File: src/rtl/ccu_ar_snoop_router.sv
// ccu_ar_snoop_router: per-master AR decode and steering to SNP / BYP / ERR paths,
// with R-beat merge back to the cached master.
// An ID-agnostic outstanding counter locks the active path so responses never interleave.
// Optional feature macro: CCU_AR_ROUTER_STATS_EN adds saturating per-path AR counters.

package ccu_ar_snoop_router_pkg;
  localparam int unsigned IdW  = 4;
  localparam int unsigned LenW = 8;

  localparam logic [1:0] DOM_NSH   = 2'b00;
  localparam logic [1:0] DOM_INNER = 2'b01;
  localparam logic [1:0] DOM_OUTER = 2'b10;
  localparam logic [1:0] DOM_SYS   = 2'b11;

  typedef struct packed {
    logic [IdW-1:0]  id;
    logic [31:0]     addr;
    logic [LenW-1:0] len;
    logic [2:0]      size;
    logic [1:0]      burst;
    logic [1:0]      domain;
    logic [3:0]      snoop;
    logic [1:0]      bar;
  } ar_chan_t;

  typedef struct packed {
    logic [IdW-1:0] id;
    logic [63:0]    data;
    logic [3:0]     resp;
    logic           last;
  } r_chan_t;

  typedef struct packed {
    logic     aw_valid;
    logic     w_valid;
    logic     b_ready;
    ar_chan_t ar;
    logic     ar_valid;
    logic     r_ready;
  } req_t;

  typedef struct packed {
    logic    aw_ready;
    logic    w_ready;
    logic    b_valid;
    logic    ar_ready;
    r_chan_t r;
    logic    r_valid;
  } resp_t;

  typedef struct packed {
    logic [3:0] snoop_trs;
    logic       accepts_dirty;
  } snoop_info_t;

  typedef enum logic [1:0] {PATH_SNP = 2'd0, PATH_BYP = 2'd1, PATH_ERR = 2'd2} path_e;
endpackage

module ccu_ar_snoop_router
  import ccu_ar_snoop_router_pkg::*;
#(
  parameter int unsigned MaxTrans = 4,
  parameter type slv_req_t  = req_t,
  parameter type slv_resp_t = resp_t,
  parameter type axi_req_t  = req_t,
  parameter type axi_resp_t = resp_t
) (
  input  logic        clk_i,
  input  logic        rst_ni,
  input  slv_req_t    slv_req_i,
  output slv_resp_t   slv_resp_o,
  output axi_req_t    snp_req_o,
  input  axi_resp_t   snp_resp_i,
  output snoop_info_t snp_info_o,
  output axi_req_t    byp_req_o,
  input  axi_resp_t   byp_resp_i
`ifdef CCU_AR_ROUTER_STATS_EN
  ,
  output logic [31:0] stat_snp_o,
  output logic [31:0] stat_byp_o,
  output logic [31:0] stat_err_o
`endif
);

  localparam int unsigned     CntW   = $clog2(MaxTrans + 1);
  localparam logic [CntW-1:0] CntMax = CntW'(MaxTrans);

  typedef enum logic {ERR_IDLE, ERR_R} err_state_e;

  path_e           dec_path, path_q;
  snoop_info_t     dec_info;
  logic [CntW-1:0] cnt_q;
  err_state_e      state_q, state_d;
  logic [IdW-1:0]  err_id_q;
  logic [LenW-1:0] err_len_q, beat_q;
  logic            lock_ok, ar_hs, r_last_hs, err_ar_hs, err_r_hs, err_r_valid;
  logic            unused_in;

  // AW/W/B are not part of this block; keep them visibly consumed.
  assign unused_in = ^{slv_req_i.aw_valid, slv_req_i.w_valid, slv_req_i.b_ready,
                       snp_resp_i.aw_ready, snp_resp_i.w_ready, snp_resp_i.b_valid,
                       byp_resp_i.aw_ready, byp_resp_i.w_ready, byp_resp_i.b_valid};

  // Decode the incoming AR into a destination path and snoop info
  always_comb begin
    dec_path = PATH_ERR;
    dec_info = '0;
    dec_info.snoop_trs = slv_req_i.ar.snoop;
    if (!slv_req_i.ar.bar[0]) begin
      case (slv_req_i.ar.snoop)
        4'b0000: begin
          if (slv_req_i.ar.domain == DOM_NSH || slv_req_i.ar.domain == DOM_SYS)
            dec_path = PATH_BYP;
          else
            dec_path = PATH_SNP;
        end
        4'b0001, 4'b0111: begin
          dec_path               = PATH_SNP;
          dec_info.accepts_dirty = 1'b1;
        end
        4'b0010, 4'b0011: dec_path = PATH_SNP;
        default:          dec_path = PATH_ERR;
      endcase
    end
  end

  assign snp_info_o = dec_info;

  // A new AR may only join the path already in flight, and never beyond MaxTrans.
  assign lock_ok = rst_ni && (cnt_q == '0 || path_q == dec_path) && (cnt_q < CntMax);

  // AR steering and R merge; everything not explicitly routed stays 0
  always_comb begin
    snp_req_o  = '0;
    byp_req_o  = '0;
    slv_resp_o = '0;
    snp_req_o.ar       = slv_req_i.ar;
    byp_req_o.ar       = slv_req_i.ar;
    snp_req_o.ar_valid = slv_req_i.ar_valid && lock_ok && dec_path == PATH_SNP;
    byp_req_o.ar_valid = slv_req_i.ar_valid && lock_ok && dec_path == PATH_BYP;
    case (dec_path)
      PATH_SNP: slv_resp_o.ar_ready = lock_ok && snp_resp_i.ar_ready;
      PATH_BYP: slv_resp_o.ar_ready = lock_ok && byp_resp_i.ar_ready;
      default:  slv_resp_o.ar_ready = lock_ok && state_q == ERR_IDLE;
    endcase
    case (path_q)
      PATH_SNP: begin
        slv_resp_o.r       = snp_resp_i.r;
        slv_resp_o.r_valid = snp_resp_i.r_valid;
        snp_req_o.r_ready  = slv_req_i.r_ready;
      end
      PATH_BYP: begin
        slv_resp_o.r       = byp_resp_i.r;
        slv_resp_o.r_valid = byp_resp_i.r_valid;
        byp_req_o.r_ready  = slv_req_i.r_ready;
      end
      default: begin
        slv_resp_o.r.id    = err_id_q;
        slv_resp_o.r.resp  = 4'b0010;
        slv_resp_o.r.last  = (beat_q == err_len_q);
        slv_resp_o.r_valid = err_r_valid;
      end
    endcase
    if (!rst_ni) begin
      slv_resp_o.r_valid = 1'b0;
      snp_req_o.r_ready  = 1'b0;
      byp_req_o.r_ready  = 1'b0;
    end
  end

  assign ar_hs     = slv_req_i.ar_valid && slv_resp_o.ar_ready;
  assign r_last_hs = slv_resp_o.r_valid && slv_req_i.r_ready && slv_resp_o.r.last;
  assign err_ar_hs = ar_hs && dec_path == PATH_ERR;
  assign err_r_hs  = err_r_valid && slv_req_i.r_ready;

  // Path lock and outstanding counter; simultaneous AR and R-last cancel out
  always_ff @(posedge clk_i or negedge rst_ni) begin
    if (!rst_ni) begin
      path_q <= PATH_SNP;
      cnt_q  <= '0;
    end else begin
      if (ar_hs) path_q <= dec_path;
      if (ar_hs && !r_last_hs)
        cnt_q <= cnt_q + CntW'(1);
      else if (!ar_hs && r_last_hs && cnt_q != '0)
        cnt_q <= cnt_q - CntW'(1);
    end
  end

  // Error responder state register
  always_ff @(posedge clk_i or negedge rst_ni) begin
    if (!rst_ni) state_q <= ERR_IDLE;
    else         state_q <= state_d;
  end

  // Error responder next state: one burst of SLVERR beats per accepted ERR AR
  always_comb begin
    state_d     = state_q;
    err_r_valid = 1'b0;
    case (state_q)
      ERR_IDLE: if (err_ar_hs) state_d = ERR_R;
      ERR_R: begin
        err_r_valid = 1'b1;
        if (err_r_hs && beat_q == err_len_q) state_d = ERR_IDLE;
      end
      default: state_d = ERR_IDLE;
    endcase
  end

  // Error responder burst bookkeeping
  always_ff @(posedge clk_i or negedge rst_ni) begin
    if (!rst_ni) begin
      err_id_q  <= '0;
      err_len_q <= '0;
      beat_q    <= '0;
    end else if (err_ar_hs) begin
      err_id_q  <= slv_req_i.ar.id;
      err_len_q <= slv_req_i.ar.len;
      beat_q    <= '0;
    end else if (err_r_hs) begin
      beat_q <= beat_q + LenW'(1);
    end
  end

`ifdef CCU_AR_ROUTER_STATS_EN
  // Per-path AR handshake counters, saturating at all-ones
  always_ff @(posedge clk_i or negedge rst_ni) begin
    if (!rst_ni) begin
      stat_snp_o <= '0;
      stat_byp_o <= '0;
      stat_err_o <= '0;
    end else if (ar_hs) begin
      case (dec_path)
        PATH_SNP: if (stat_snp_o != '1) stat_snp_o <= stat_snp_o + 32'd1;
        PATH_BYP: if (stat_byp_o != '1) stat_byp_o <= stat_byp_o + 32'd1;
        default:  if (stat_err_o != '1) stat_err_o <= stat_err_o + 32'd1;
      endcase
    end
  end
`endif

endmodule

File: config.mk
export PLATFORM = sky130hd
export DESIGN_NAME = ccu_ar_snoop_router
export DESIGN_NICKNAME = d
export VERILOG_FILES = /design/src/rtl/ccu_ar_snoop_router.sv
export SDC_FILE = /design/constraint.sdc
export NUM_CORES = 1
export LEC_CHECK = 0
export CORE_AREA = 2 2 164 166
export DETAILED_ROUTE_END_ITERATION = 16
export DIE_AREA = 0 0 166 168
export GPL_TIMING_DRIVEN = 0
export PLACE_DENSITY = 0.52
export SLEW_MARGIN = 5
export SYNTH_ARGS = -nofsm -noshare
export SYNTH_HDL_FRONTEND = slang
export SYNTH_SLANG_ARGS = --single-unit
File: constraint.sdc
create_clock -name clk_i -period 8 [get_ports clk_i]
set_input_delay 2.4 -clock clk_i [delete_from_list [all_inputs] [get_ports clk_i]]
set_output_delay 2.4 -clock clk_i [all_outputs]
set_load 0.005 [all_outputs]
# [Word-level counts from Yosys, hierarchy flattened]
# Index checks and enable logic that the tools add are counted.
[classes] mux=22 eq_ne=10 bitwise=1 reduce_logical=31 addsub=3 order_cmp=1
[ops] cell="$pmux 64 s2" n=1
[ops] cell="$logic_and 1x1->1" n=17
[ops] cell="$mux 8" n=2
[ops] cell="$pmux 6 s2" n=1
[ops] cell="$mux 1" n=11
[ops] cell="$add 8x1->8 const B" n=1
[ops] cell="$eq 4x2->1 const B" n=2
[ops] cell="$eq 8x8->1" n=1
[ops] cell="$pmux 4 s2" n=1
[ops] cell="$logic_not 2->1" n=3
[ops] cell="$mux 3" n=2
[ops] cell="$eq 2x1->1 const B" n=2
[ops] cell="$eq 2x2->1 const B" n=2
[ops] cell="$eq 4x1->1 const B" n=1
[ops] cell="$eq 4x3->1 const B" n=1
[ops] cell="$logic_not 4->1" n=1
[ops] cell="$pmux 1 s2" n=2
[ops] cell="$pmux 2 s2" n=1
[ops] cell="$reduce_bool 2->1" n=2
[ops] cell="$reduce_or 4->1" n=1
[ops] cell="$add 3x1->3 const B" n=1
[ops] cell="$logic_not 3->1" n=1
[ops] cell="$lt 3x3->1 const B" n=1
[ops] cell="$reduce_bool 3->1" n=1
[ops] cell="other kinds (7)" n=9
[totals] regBits=26 wordCells=74

# [Logic depth before layout (Yosys ltp)]
[logic_depth] word_depth=17 depth_mapped=10

# [Least setup slack after synthesis]
# No wires, ideal clock.
[synth_path] kind="in2out" from="in slv_req_i[2] (netlist bit)" to="out snp_req_o[1] (netlist bit)" cell_stages=5 arrival_ps=3802 path_slack_ps=1798 path_buffers=0 required_ps=5600 path_cell_list="or4_4 -> nor3_1 -> mux2i_1 -> nand3_1 -> nor3_1"
[synth_rtl] element="start, declared" line_no="70" rtl="input slv_req_t slv_req_i,"
[synth_rtl] element="end, declared" line_no="72" rtl="output axi_req_t snp_req_o,"

==> out/results.ini <==
[sta]
slew_headroom_pct = 32.9
tns_ns = 0
fmax_mhz = 134
tightest_slew_ns = 1.01
period_share_pct = 93.4
finalCriticalPeriod_ns = 7.47
drv_slew = 0
hold_viol_final = 0
skew_ns = 0.00314
finalSetupViolCount = 0
rsz0062_at_grt = no

[clock_tree]
holdBufCountCts = 0
post_cts_buffers = 0
cts_tree = built
cts.path.max_buffers = 2
cts_sinks = 26
root_buffer = clkbuf_16
cts.reportedPaths.clkPinSlew_ns = 0.07
insertion_delay_ns = 0.26
htree_levels = 1
post_cts_resized = 0
cts_buffers = 3

[place]
dp.cells = 1158
gp_congestion = 0.767
portBuffers = 370
hpwl_um = 15200

[synth]
yosysSeqAreaShare_pct = 18.1
synth_compound_area_share_pct = 5.75
synth-main-ff-cell = dfrtp_1
yosysTopAreaCell = buf_4
synth-simple-area-share_pct = 16.4
synth_seq_cells = 26
synth_area_um2 = 3590
ys_types = 50
netlist_instances = 439
synth_edf_count = 0
synthMuxAreaShare_pct = 24.7
synth.most_common_cell = buf_4
synth_area_leaders = buf_4, mux2i_1, dfrtp_1
yosysWarnings = 0
synthAdderAreaFrac_pct = 0.906
synth.avg_cell_area_um2 = 8.18
yosys.area.top_type_share_pct = 26.6
synth_xor_area_share_pct = 4.39
synth_top_family_by_area = buffers and inverters
ys_top_cells_by_count = buf_4, nor2_1, mux2i_1, dfrtp_1, clkbuf_1
ys_async_sr_fraction_pct = 100

[routing]
post_drt_via_cell_ratio = 3.59
drc_errors = 0
ant_nets = 0
firstDrtPassIters = 4
vias = 4173
wl_per_cell_um = 15.1
initialDrtViolationCount = 95
drt_wl_total_um = 17500

[floorplan]
initial_core_util_pct = 13.6
core_area_um2 = 26400
io_pins = 427
core.rowCount = 60
die_h_um = 168
die_w_um = 166
die_area_um2 = 27900

[status]
status = finished, final reports clean

[power_and_ir_drop]
power_density_nw_per_um2 = 162
ir_drop_uv = 104
leakage_nw = 3.10
total_power_mw = 1.27

[critical_path]
cp_cell_sequence = clkdlybuf4s50_1, or4_4, nor3_1, mux2i_1, nand3_1, nor3_1, clkdlybuf4s50_1
crit_slowest_cell = or4_4
crit_path_end_kind = output pin
worst-setup-path-type = input pin to output pin
path_max_fanout = 7
slowest_delay_ns = 0.59
worstPathArrival_ns = 5.07
start_kind = input pin
worst_ep_required_time_ns = 5.60

[grt]
grtUsageTotal_pct = 11.6
grt_max_degree = 30
grt_overflow = 0
grt_pass1_vias = 4161
grt_pass1_wl_um = 25400
antenna_found_initial = 1

[final_layout]
layoutNonFillerInstCount = 1163
area_growth_pct = 119
nets = 1044
final.fill_count = 2803
drive_above_1_share_pct = 19.7

[min_path]
hold_class = flip-flop to flip-flop

[run]
max-cap-violations = 0

-- logic make-up after synthesis --
group                    after synthesis
buffers and inverters                152
AND/OR/NAND/NOR                      128
multiplexers                          87
flip-flops                            26
AO/OA/AOI/OAI                         25
XOR/XNOR                              18
adder cells (fa/ha/maj)                2
other                                  1
-- stage by stage --
| step | setup slack, ns | area (µm²) | utilization [%] | hold slack, ns |
|---|---|---|---|---|
| floorplan | 1.80 | 3620 | - | 0.458 |
| global placement | 0.464 | 7750 | 29.4 | 0.470 |
| detailed placement | 0.496 | 7750 | 29.4 | 0.483 |
| CTS | 0.492 | 7850 | 29.8 | 0.499 |
| global route | 0.378 | 7850 | 29.8 | 0.526 |
| finish | 0.527 | 7850 | 29.8 | 0.500 |
-- state kept, by name, summed over array words and instances, names as in the netlist --
| name | cells |
|---|---|
| beat_q | 8 |
| err_id_q | 4 |
| err_len_q | 8 |
| cnt_q | 3 |
| path_q | 2 |
| state_q | 1 |
-- path summary, 6_finish.rpt --
kind | from | endpoint | slack (ns) | cells past startpoint
max reg2reg | path_q[0]$_DFFE_PN0P_ | cnt_q[2]$_DFFE_PN0P_ | 5.31 | 10
min reg2reg | err_id_q[0]$_DFFE_PN0P_ | err_id_q[0]$_DFFE_PN0P_ | 0.50 | 1
min | err_id_q[0]$_DFFE_PN0P_ | err_id_q[0]$_DFFE_PN0P_ | 0.50 | 1
max | slv_req_i[5] | snp_req_o[1] | 0.53 | 7
max in group asynchronous | rst_ni | cnt_q[2]$_DFFE_PN0P_ | 5.39 | 1
min in group asynchronous | rst_ni | err_len_q[1]$_DFFE_PN0P_ | 2.17 | 1
-- layout by cell type, fill, tap and decap left out, types with 3 or more instances in the layout --
cell / n
buf_4: 127
dfrtp_1: 26
buf_1: 3
nand2_1: 12
mux2i_1: 74
nor3_1: 6
nor2_1: 80
nor2b_1: 4
xnor2_1: 11
xor2_1: 7
nand4_1: 4
nand3_1: 4
a21boi_0: 4
mux2_2: 12
clkbuf_1: 18
conb_1: 9
clkbuf_16: 3
or2_2: 3
o21ai_0: 6
clkdlybuf4s50_1: 369
-- area by class of cell --
class | instances | area (µm²) | share of cell area (%)
plain buffers | 150 | 1050 | 13.4
clock buffers | 3 | 75.1 | 0.956
inverters | 2 | 7.51 | 0.0956
repair buffers | 370 | 3700 | 47.1
flip-flops and latches | 26 | 651 | 8.28
clock inverters | 1 | 30.0 | 0.382
diodes | 1 | 2.50 | 0.0319
multi-input cells | 269 | 1910 | 24.3
well taps | 341 | 427 | 5.43
-- routing by layer --
layer | share of wire (%) | GRT usage [%] | up-vias
li1 | - | - | 2087
met1 | 44 | 14.8 | 1882
met2 | 50 | 20.6 | 196
met3 | 6.3 | 2.49 | 8
met4 | 0.55 | 1.25 | 0
met5 | 0 | 0 | -
-- critical path: cells and delay by family --
kind                   cells  cell delay (ns)
buffers and inverters      2             1.10
muxes                      1             0.34
and+or+nand+nor            4             1.22
-- power by group --
part / total (mW) / leakage (nW) / switching, mW / internal (mW)
clock network: 0.148 / 0.0511 / 0.0480 / 0.0996
logic: 0.880 / 2.72 / 0.354 / 0.525
registers: 0.242 / 0.326 / 0.0567 / 0.186
(Power assumes the default switching activity.)
